==> config.mk <==
export PLATFORM = sky130hd
export DESIGN_NAME = apb_dram_cmd_bridge
export DESIGN_NICKNAME = d
export VERILOG_FILES = /design/src/rtl/apb_dram_pkg.sv /design/src/rtl/apb_dram_cmd_fifo.sv /design/src/rtl/apb_dram_cmd_bridge.sv
export SDC_FILE = /design/constraint.sdc
export NUM_CORES = 1
export LEC_CHECK = 0
export CAP_MARGIN = 25
export CORE_MARGIN = 4
export CORE_UTILIZATION = 30
export CTS_CLUSTER_DIAMETER = 200
export DETAILED_ROUTE_END_ITERATION = 6
export PLACE_DENSITY = 0.58
export SYNTH_ARGS = -nofsm -noshare
export SYNTH_HDL_FRONTEND = slang
export SYNTH_SLANG_ARGS = --single-unit
export TNS_END_PERCENT = 50
==> constraint.sdc <==
create_clock -name pclk -period 2.47 [get_ports pclk]
set_input_delay 0.247 -clock pclk [delete_from_list [all_inputs] [get_ports pclk]]
set_output_delay 0.247 -clock pclk [all_outputs]
set_load 0.1 [all_outputs]
==> src/rtl/apb_dram_pkg.sv <==
// apb_dram_pkg: shared constants and command payload for the APB-to-DRAM command bridge.
//   - Register word offsets decoded from paddr.
//   - STATUS register bit positions.
//   - cmd_t: one DRAM controller request {write, addr, wdata}.
package apb_dram_pkg;

  localparam int unsigned CMD_ADDR_W = 16;
  localparam int unsigned CMD_DATA_W = 16;

  // Register word offsets
  localparam int unsigned REG_ADDR   = 0;
  localparam int unsigned REG_WDATA  = 1;
  localparam int unsigned REG_CMD    = 2;
  localparam int unsigned REG_STATUS = 3;
  localparam int unsigned REG_RDATA  = 4;

  // STATUS bit positions
  localparam int unsigned ST_EMPTY   = 0;
  localparam int unsigned ST_FULL    = 1;
  localparam int unsigned ST_RVALID  = 2;
  localparam int unsigned ST_OVERRUN = 3;
  localparam int unsigned ST_CNT_LSB = 4;
  localparam int unsigned ST_CNT_W   = 4;

  typedef struct packed {
    logic                  write;
    logic [CMD_ADDR_W-1:0] addr;
    logic [CMD_DATA_W-1:0] wdata;
  } cmd_t;

endpackage

==> src/rtl/apb_dram_cmd_fifo.sv <==
// apb_dram_cmd_fifo: synchronous command FIFO of cmd_t.
// Ports:
//   clk_i, rst_n_i      clock, asynchronous active-low reset
//   push_i, push_data_i enqueue request and payload (ignored when full)
//   pop_i               dequeue head (ignored when empty)
//   head_o              current head entry, registered storage
//   empty_o, full_o     occupancy flags derived from the registered count
//   count_o             number of valid entries
module apb_dram_cmd_fifo
  import apb_dram_pkg::*;
#(
  parameter int unsigned DEPTH = 4
) (
  input  logic                   clk_i,
  input  logic                   rst_n_i,
  input  logic                   push_i,
  input  cmd_t                   push_data_i,
  input  logic                   pop_i,
  output cmd_t                   head_o,
  output logic                   empty_o,
  output logic                   full_o,
  output logic [$clog2(DEPTH):0] count_o
);

  localparam int unsigned PTR_W = $clog2(DEPTH);
  localparam int unsigned CNT_W = PTR_W + 1;

  cmd_t             mem_q [DEPTH];
  logic [PTR_W-1:0] wr_ptr_q, wr_ptr_d;
  logic [PTR_W-1:0] rd_ptr_q, rd_ptr_d;
  logic [CNT_W-1:0] count_q, count_d;
  logic             do_push, do_pop;

  assign empty_o = (count_q == '0);
  assign full_o  = (count_q == CNT_W'(DEPTH));
  assign count_o = count_q;
  assign head_o  = mem_q[rd_ptr_q];

  assign do_push = push_i & ~full_o;
  assign do_pop  = pop_i & ~empty_o;

  // Pointer and occupancy next-state; power-of-two depth makes pointer wrap free
  always_comb begin
    wr_ptr_d = wr_ptr_q;
    rd_ptr_d = rd_ptr_q;
    count_d  = count_q;
    if (do_push) wr_ptr_d = wr_ptr_q + PTR_W'(1);
    if (do_pop)  rd_ptr_d = rd_ptr_q + PTR_W'(1);
    if (do_push && !do_pop)      count_d = count_q + CNT_W'(1);
    else if (!do_push && do_pop) count_d = count_q - CNT_W'(1);
  end

  always_ff @(posedge clk_i or negedge rst_n_i) begin
    if (!rst_n_i) begin
      wr_ptr_q <= '0;
      rd_ptr_q <= '0;
      count_q  <= '0;
    end else begin
      wr_ptr_q <= wr_ptr_d;
      rd_ptr_q <= rd_ptr_d;
      count_q  <= count_d;
    end
  end

  // Storage is cleared so the cmd_* outputs are quiet after reset
  always_ff @(posedge clk_i or negedge rst_n_i) begin
    if (!rst_n_i) begin
      mem_q <= '{default: '0};
    end else if (do_push) begin
      mem_q[wr_ptr_q] <= push_data_i;
    end
  end

endmodule

==> src/rtl/apb_dram_cmd_bridge.sv <==
// apb_dram_cmd_bridge: APB slave register file that builds DRAM controller requests.
// Ports:
//   pclk, preset                 clock, asynchronous active-low reset
//   psel/penable/pwrite/paddr/pwdata  APB request
//   prdata/pready/pslverr        APB response, combinational, zero outside access phase
//   cmd_valid/cmd_ready          FIFO head handshake toward the controller core
//   cmd_write/cmd_addr/cmd_wdata FIFO head payload
//   rsp_valid/rsp_rdata          single-cycle read-response strobe and data
// Build option: define APB_TIMEOUT_EN to bound a full-FIFO CMD stall to TIMEOUT_CYCLES
// wait cycles, after which the transfer ends with pslverr and no push.
module apb_dram_cmd_bridge
  import apb_dram_pkg::*;
#(
  parameter int unsigned FIFO_DEPTH     = 4,
  parameter int unsigned ADDR_W         = 16,
  parameter int unsigned DATA_W         = 16,
  parameter int unsigned TIMEOUT_CYCLES = 16
) (
  input  logic              pclk,
  input  logic              preset,
  input  logic              psel,
  input  logic              penable,
  input  logic              pwrite,
  input  logic [ADDR_W-1:0] paddr,
  input  logic [DATA_W-1:0] pwdata,
  output logic [DATA_W-1:0] prdata,
  output logic              pready,
  output logic              pslverr,
  output logic              cmd_valid,
  input  logic              cmd_ready,
  output logic              cmd_write,
  output logic [ADDR_W-1:0] cmd_addr,
  output logic [DATA_W-1:0] cmd_wdata,
  input  logic              rsp_valid,
  input  logic [DATA_W-1:0] rsp_rdata
);

  localparam int unsigned CNT_W = $clog2(FIFO_DEPTH) + 1;

  if (FIFO_DEPTH < 2 || (FIFO_DEPTH & (FIFO_DEPTH - 1)) != 0 || TIMEOUT_CYCLES == 0)
  begin : g_param_check
    $error("apb_dram_cmd_bridge: FIFO_DEPTH must be a power of two >= 2, TIMEOUT_CYCLES >= 1");
  end

  logic              access, cmd_wr, full_wait, timeout_hit, bad_addr;
  logic              xfer, reg_wr, reg_rd, rd_clr, push, pop;
  logic              sel_addr, sel_wdata, sel_cmd, sel_status, sel_rdata;
  logic              fifo_empty, fifo_full;
  logic [CNT_W-1:0]  fifo_count;
  cmd_t              push_cmd, head_cmd;
  logic [DATA_W-1:0] status, rd_mux;

  logic [ADDR_W-1:0] addr_q, addr_d;
  logic [DATA_W-1:0] wdata_q, wdata_d;
  logic [DATA_W-1:0] rdata_q, rdata_d;
  logic              rvalid_q, rvalid_d;
  logic              overrun_q, overrun_d;

  // APB decode; reset gating makes an in-flight transfer look idle while preset is low
  assign access     = preset & psel & penable;
  assign sel_addr   = (paddr == ADDR_W'(REG_ADDR));
  assign sel_wdata  = (paddr == ADDR_W'(REG_WDATA));
  assign sel_cmd    = (paddr == ADDR_W'(REG_CMD));
  assign sel_status = (paddr == ADDR_W'(REG_STATUS));
  assign sel_rdata  = (paddr == ADDR_W'(REG_RDATA));
  assign bad_addr   = (paddr > ADDR_W'(REG_RDATA));

  // Stall uses the registered full flag only, so a pop frees the slot one cycle later
  assign cmd_wr    = access & pwrite & sel_cmd;
  assign full_wait = cmd_wr & fifo_full;

  assign pready  = access & (~full_wait | timeout_hit);
  assign pslverr = access & (bad_addr | timeout_hit);

  assign xfer   = access & pready;
  assign reg_wr = xfer & pwrite & ~pslverr;
  assign reg_rd = xfer & ~pwrite;
  assign rd_clr = reg_rd & sel_rdata;
  assign push   = reg_wr & sel_cmd;
  assign pop    = cmd_valid & cmd_ready;

`ifdef APB_TIMEOUT_EN
  localparam int unsigned TO_W = $clog2(TIMEOUT_CYCLES + 1);

  logic [TO_W-1:0] wait_q, wait_d;

  assign timeout_hit = full_wait & (wait_q == TO_W'(TIMEOUT_CYCLES));

  // Consecutive stall cycles of the current CMD transfer
  always_comb begin
    wait_d = wait_q;
    if (!psel || xfer)  wait_d = '0;
    else if (full_wait) wait_d = wait_q + TO_W'(1);
  end

  always_ff @(posedge pclk or negedge preset) begin
    if (!preset) wait_q <= '0;
    else         wait_q <= wait_d;
  end
`else
  assign timeout_hit = 1'b0;
`endif

  always_comb begin
    push_cmd       = '0;
    push_cmd.write = pwdata[0];
    push_cmd.addr  = CMD_ADDR_W'(addr_q);
    push_cmd.wdata = CMD_DATA_W'(wdata_q);
  end

  apb_dram_cmd_fifo #(
    .DEPTH (FIFO_DEPTH)
  ) u_fifo (
    .clk_i       (pclk),
    .rst_n_i     (preset),
    .push_i      (push),
    .push_data_i (push_cmd),
    .pop_i       (pop),
    .head_o      (head_cmd),
    .empty_o     (fifo_empty),
    .full_o      (fifo_full),
    .count_o     (fifo_count)
  );

  assign cmd_valid = ~fifo_empty;
  assign cmd_write = head_cmd.write;
  assign cmd_addr  = ADDR_W'(head_cmd.addr);
  assign cmd_wdata = DATA_W'(head_cmd.wdata);

  always_comb begin
    status                          = '0;
    status[ST_EMPTY]                = fifo_empty;
    status[ST_FULL]                 = fifo_full;
    status[ST_RVALID]               = rvalid_q;
    status[ST_OVERRUN]              = overrun_q;
    status[ST_CNT_LSB +: ST_CNT_W]  = ST_CNT_W'(fifo_count);
  end

  // Read-data mux; CMD and undecoded offsets read as zero
  always_comb begin
    rd_mux = '0;
    if (access && !pwrite) begin
      if (sel_addr)        rd_mux = DATA_W'(addr_q);
      else if (sel_wdata)  rd_mux = wdata_q;
      else if (sel_status) rd_mux = status;
      else if (sel_rdata)  rd_mux = rdata_q;
    end
  end

  assign prdata = rd_mux;

  // Register next-state; a response landing with an RDATA read keeps RVALID without overrun
  always_comb begin
    addr_d    = addr_q;
    wdata_d   = wdata_q;
    rdata_d   = rdata_q;
    rvalid_d  = rvalid_q;
    overrun_d = overrun_q;
    if (reg_wr && sel_addr)                       addr_d    = ADDR_W'(pwdata);
    if (reg_wr && sel_wdata)                      wdata_d   = pwdata;
    if (reg_wr && sel_status && pwdata[ST_OVERRUN]) overrun_d = 1'b0;
    if (rsp_valid) begin
      rdata_d  = rsp_rdata;
      rvalid_d = 1'b1;
      if (rvalid_q && !rd_clr) overrun_d = 1'b1;
    end else if (rd_clr) begin
      rvalid_d = 1'b0;
    end
  end

  always_ff @(posedge pclk or negedge preset) begin
    if (!preset) begin
      addr_q    <= '0;
      wdata_q   <= '0;
      rdata_q   <= '0;
      rvalid_q  <= 1'b0;
      overrun_q <= 1'b0;
    end else begin
      addr_q    <= addr_d;
      wdata_q   <= wdata_d;
      rdata_q   <= rdata_d;
      rvalid_q  <= rvalid_d;
      overrun_q <= overrun_d;
    end
  end

endmodule

# Word-level counts from Yosys, hierarchy flattened
# Index checks and enable logic that the tools add are counted.
# totals
reg_bits	189
inputBits	55
out_inout_bits	52
# op_classes
n_addsub	4
magnitude_cmp	4
n_eq_ne	5
n_mux	18
bitwise_logic	23
reduce_logical	17
# ops
op	n
$bwmux 132	1
$mux 33	3
$mux 16	5
$bmux 33 s2	1
$demux 33 s2	1
$eq 16x2->1 const B	2
$and 1x1->1	16
$eq 16x1->1 const B	1
$eq 16x3->1 const B	1
$gt 16x3->1 const B	1
$logic_not 16->1	1
$logic_and 1x1->1	9
$ge 3x3->1 const B	2
$mux 3	2
$not 2->3	2
$mux 1	5
$not 1->1	5
$add 2x1->2 const B	2
$logic_not 1->1	4
$reduce_bool 2->1	2
$add 3x1->3 const B	1
$eq 3x3->1 const B	1
$logic_not 3->1	1
$lt 3x1->1 const B	1
$sub 3x1->3 const B	1

# Longest topological paths before layout
# Gate-level depths: netlist (run 1).
# logic_depth
ltp_word	16
ltp_mapped	10

# Hierarchy
# A second synthesis (run 1) with hierarchy kept.
# hier_totals
cells_unflattened	592
area_unflattened_um2	8848.5
# by_module_without_submodules
mod	instances	cells_each	area_per_inst_um2	seq_area_each_um2
apb_dram_cmd_fifo	1	355	6138.4	3478.3
apb_dram_cmd_bridge	1	237	2710.1	1251.2

# Least setup slack after synthesis (run 1)
# No wires, ideal clock.
# synth_timing
path_kind	reg2out
startpoint	reg u_fifo.count_q[2] (netlist: u_fifo.count_o[2])
endpoint	out prdata[0]
arrival_ns	6.295
t_required_ns	2.223
path_slack_ns	-4.072
path_stages_with_launch	5
path_buffers	0
cell_sequence	dfrtp_1 -> or3_1 -> mux2i_1 -> a221oi_1 -> a2111oi_0
# synth_via
elab_chain_len	5
# synth_lines
item	line	source
start: declaration	apb_dram_cmd_fifo.sv:31	logic [CNT_W-1:0] count_q, count_d;
start signal: assignment	apb_dram_cmd_fifo.sv:61	count_q <= count_d;
$logic_not 3->1	apb_dram_cmd_fifo.sv:34	assign empty_o = (count_q == '0);
$mux 16	apb_dram_cmd_bridge.sv:145	else if (sel_status) rd_mux = status;
$mux 16	apb_dram_cmd_bridge.sv:144	else if (sel_wdata) rd_mux = wdata_q;
$mux 16	apb_dram_cmd_bridge.sv:143	if (sel_addr) rd_mux = DATA_W'(addr_q);
$mux 16	apb_dram_cmd_bridge.sv:142	if (access && !pwrite) begin
end: declaration	apb_dram_cmd_bridge.sv:26	output logic [DATA_W-1:0] prdata,
# No other way between the ends.

# Final worst setup path (run 1)
# layout_timing
startpoint	reg u_fifo.count_q[0] (netlist: u_fifo.count_o[0])
endpoint	out prdata[1]
# layout_via
elab_chain_len	5
# layout_lines
item	line	source
$eq 3x3->1	apb_dram_cmd_fifo.sv:35	assign full_o = (count_q == CNT_W'(DEPTH));
$mux 16	apb_dram_cmd_bridge.sv:145	
$mux 16	apb_dram_cmd_bridge.sv:144	
$mux 16	apb_dram_cmd_bridge.sv:143	
$mux 16	apb_dram_cmd_bridge.sv:142	
# No other way between the ends.

==> results of run 1 <==
## cell usage in the layout, fill, tap and decap left out, types with 3 or more instances in the layout
cell type | synthesis | layout
xnor2_1 | 4 | 4
buf_4 | 1 | 36
clkbuf_2 | 0 | 5
nand2b_1 | 11 | 11
and4_1 | 3 | 3
mux4_2 | 33 | 33
ha_1 | 5 | 5
clkbuf_16 | 0 | 17
nor3_2 | 0 | 4
nor2b_1 | 3 | 3
inv_1 | 7 | 7
nand2_2 | 4 | 4
a21oi_1 | 5 | 5
buf_12 | 0 | 63
nand2_1 | 15 | 15
o21ai_2 | 0 | 3
nor2_1 | 23 | 22
a22oi_2 | 0 | 3
buf_6 | 12 | 6
o21ai_0 | 8 | 5
clkdlybuf4s15_1 | 0 | 4
inv_6 | 0 | 6
nor3_4 | 0 | 11
o211ai_1 | 3 | 3
dfrtp_1 | 189 | 187
nand3_1 | 4 | 3
mux2_2 | 177 | 177
nor4_4 | 1 | 5
a211oi_2 | 0 | 3
inv_8 | 0 | 3
clkdlybuf4s50_1 | 0 | 40
a22oi_1 | 9 | 6
nor3_1 | 19 | 4
## layer usage
| layer | up-vias | GRT usage (%) | part of all wire, % |
|---|---|---|---|
| li1 | 2432 | - | - |
| met1 | 2832 | 19.6 | 45 |
| met2 | 157 | 24.0 | 49 |
| met3 | 25 | 4.10 | 5.0 |
| met4 | 2 | 2.87 | 0.94 |
| met5 | - | 0 | 0.089 |
## what timing repair did
| action | in CTS | in global routing |
|---|---|---|
| setup buffers | 2 | 6 |
| pin swaps | 16 | 15 |
| endpoints found under the hold margin | 36 | 0 |
| setup endpoints to repair | 16 | 25 |
| gates cloned | 1 | 0 |
| hold buffers | 1 | 0 |
| gates resized for setup | 36 | 24 |
## power breakdown
| group | switching [µW] | internal (µW) | total [µW] |
|---|---|---|---|
| registers | 145 | 3170 | 3310 |
| logic | 571 | 543 | 1110 |
| clock network | 1320 | 1450 | 2770 |
| total | 2030 | 5160 | 7190 |
## flip-flops by register name, summed over array words and instances, names as in the netlist
signal and flops:
rvalid_q 1, wdata_q 16, overrun_q 1, u_fifo.wr_ptr_q 2, addr_q 16, u_fifo.count_o 3, u_fifo.rd_ptr_q 2, rdata_q 16
u_fifo.mem_q 132
## logic make-up after synthesis
group,Yosys count,share of synthesized area (%)
AND/OR/NAND/NOR,96,6.07
multiplexers,211,32.0
buffers and inverters,41,2.90
AO/OA/AOI/OAI,32,2.47
XOR/XNOR,6,0.611
flip-flops,189,55.0
adder cells (fa/ha/maj),6,0.961
## worst paths after layout
check,to,slack [ps],cells after the start
setup / recovery,prdata[1],70,5
hold / removal,rdata_q[5],370,3
setup reg to reg,u_fifo.count_o[2],220,9
hold reg to reg,u_fifo.mem_q[59],500,1
max in group asynchronous,addr_q[4],740,4
min in group asynchronous,u_fifo.mem_q[70],530,3
## through the flow
stage / power (µW) / worst slack (ps)
2_1_floorplan: 3930 / -511
3_3_place_gp: 4420 / -287
3_5_place_dp: 4440 / -333
4_1_cts: 7230 / 8.77
5_1_grt: 7490 / 2.95
6_report: 7190 / 72.3
## area by class of cell
| cell class | count | area share (%) |
|---|---|---|
| Clock buffer | 17 | 3.58 |
| Clock inverter | 15 | 1.44 |
| Inverter | 7 | 0.221 |
| Multi-Input combinational cell | 351 | 32.9 |
| Sequential cell | 189 | 39.9 |
| Tap cell | 378 | 3.98 |
| Timing Repair Buffer | 159 | 18.0 |
## critical path: cells and delay by family, from the launching register on
kind                   cells  cell delay (ps)
flip-flops                 1              450
AND/OR/NAND/NOR            3              990
buffers and inverters      1              220
AO/OA/AOI/OAI              1               70
==> impl_metrics.env, run 1 <==
export IMPL_hold_start="rsp_rdata[5]"
export IMPL_seq_area_frac_synth_pct=55.0
export IMPL_ant_nets=0
export IMPL_slew_viol_final=0
export IMPL_initial_core_util_pct=30.7
export IMPL_cpMaxStageDelayCell="dfrtp_1"
export IMPL_die_y_um=177
export IMPL_grt_pass1_wl_mm=35.1
export IMPL_fin_crit_ps=2400
export IMPL_cts_tree="built"
export IMPL_grt_pass1_vias=6103
export IMPL_ys_ff_latch=189
export IMPL_grt_overflow=0
export IMPL_cp_cell_sequence="or3b_4, nor4_4, a211oi_2, nor3_2, buf_12"
export IMPL_crit_start="u_fifo.count_o[0]"
export IMPL_holdWs_ps=374
export IMPL_netlist_instances=581
export IMPL_drtPass1Iterations=4
export IMPL_yosysTopAreaCellShare_pct=55.0
export IMPL_finalHoldViolations=0
export IMPL_routed_via_density=4.88
export IMPL_clock_sinks=189
export IMPL_dp_cells=1074
export IMPL_io_buffers=106
export IMPL_routabilityCongestion=0.823
export IMPL_worst_slew_margin_rel_pct=43.2
export IMPL_vdd_drop_max_uv=468
export IMPL_ys_warn_count=0
export IMPL_grt_use_total_pct=14.6
export IMPL_critical_path_class="register to output port"
export IMPL_synth_most_common_cell="dfrtp_1"
export IMPL_rr_startpoint="u_fifo.count_o[1]"
export IMPL_syn_avg_cell_area_um2=14.8
export IMPL_clock_path_buffers=2
export IMPL_synth_flop_cell="dfrtp_1"
export IMPL_fp_dieW_um=177
export IMPL_coreArea_mm2=0.0280
export IMPL_fin_worst_skew_ps=9.65
export IMPL_synthTopCellsByArea="dfrtp_1 55%, mux2_2 23%, mux4_2 8.6%"
export IMPL_rsz0062_at_grt="no"
export IMPL_die_area_mm2=0.0314
export IMPL_synth_edff_count=0
export IMPL_route_detailed_drc=0
export IMPL_setup_viol_count_final=0
export IMPL_synth_cell_area_mm2=0.00859
export IMPL_maxCapViolCount=0
export IMPL_fin_crit_sh_pct=97.1
export IMPL_path_max_fanout=5
export IMPL_stdcell_count=1116
export IMPL_finalSetupTns_ps=0
export IMPL_power_leakage_uw=0.00545
export IMPL_synthArstFlopShare_pct=100
export IMPL_required_ps=2220
export IMPL_netlist_top_cells_count="189 x dfrtp_1, 177 x mux2_2, 33 x mux4_2, 23 x nor2_1, 19 x nor3_1"
export IMPL_hpwl_mm=15.9
export IMPL_hold_path_class="input port to register"
export IMPL_final_cell_area_mm2=0.0119
export IMPL_utilization_pct=42.4
export IMPL_startpoint_type="register"
export IMPL_powerDensity_mw_per_mm2=606
export IMPL_synth_largest_area_cell="dfrtp_1"
export IMPL_cts_buffers=17
export IMPL_io_pins=107
export IMPL_crit_arrival_ps=2150
export IMPL_nets=786
export IMPL_path_clk_slew_ps=80
export IMPL_crit_path_end_kind="output port"
export IMPL_fp_row_count=61
export IMPL_num_vias=5448
export IMPL_placed_cell_area_mm2=0.0110
export IMPL_cts_root_buf="clkbuf_16"
export IMPL_clock_fmax_ghz=0.417
export IMPL_wl_per_cell_um=20.1
export IMPL_status="complete, no violations"
export IMPL_critPathMaxStageDelay_ps=450
export IMPL_antenna_found_initial=1
export IMPL_syn2layout_area_growth_pct=38.1
export IMPL_fillerInstances=2488
export IMPL_diodes=0
export IMPL_drt_first_iter_violations=430
export IMPL_drive_above_1_share_pct=53.9
export IMPL_yosysUniqueCellTypes=40
export IMPL_drt_total_wl_mm=22.4
export IMPL_htreeDepth=4
export IMPL_grt_max_degree=154
export IMPL_clkLatencyLatePin_ps=430
export IMPL_syn_nets=642
export IMPL_regArea_mm2=0.00473
export IMPL_multi_input_area_mm2=0.00390
export IMPL_tightest_slew_ps=852
No activity file was read; power rests on OpenSTA's default activity.
==> run 2: changes to the inputs <==
CAP_MARGIN = default   (was 25)
==> results of run 2 <==
The final DEF is identical to that of run 1; final timing and power are the same.
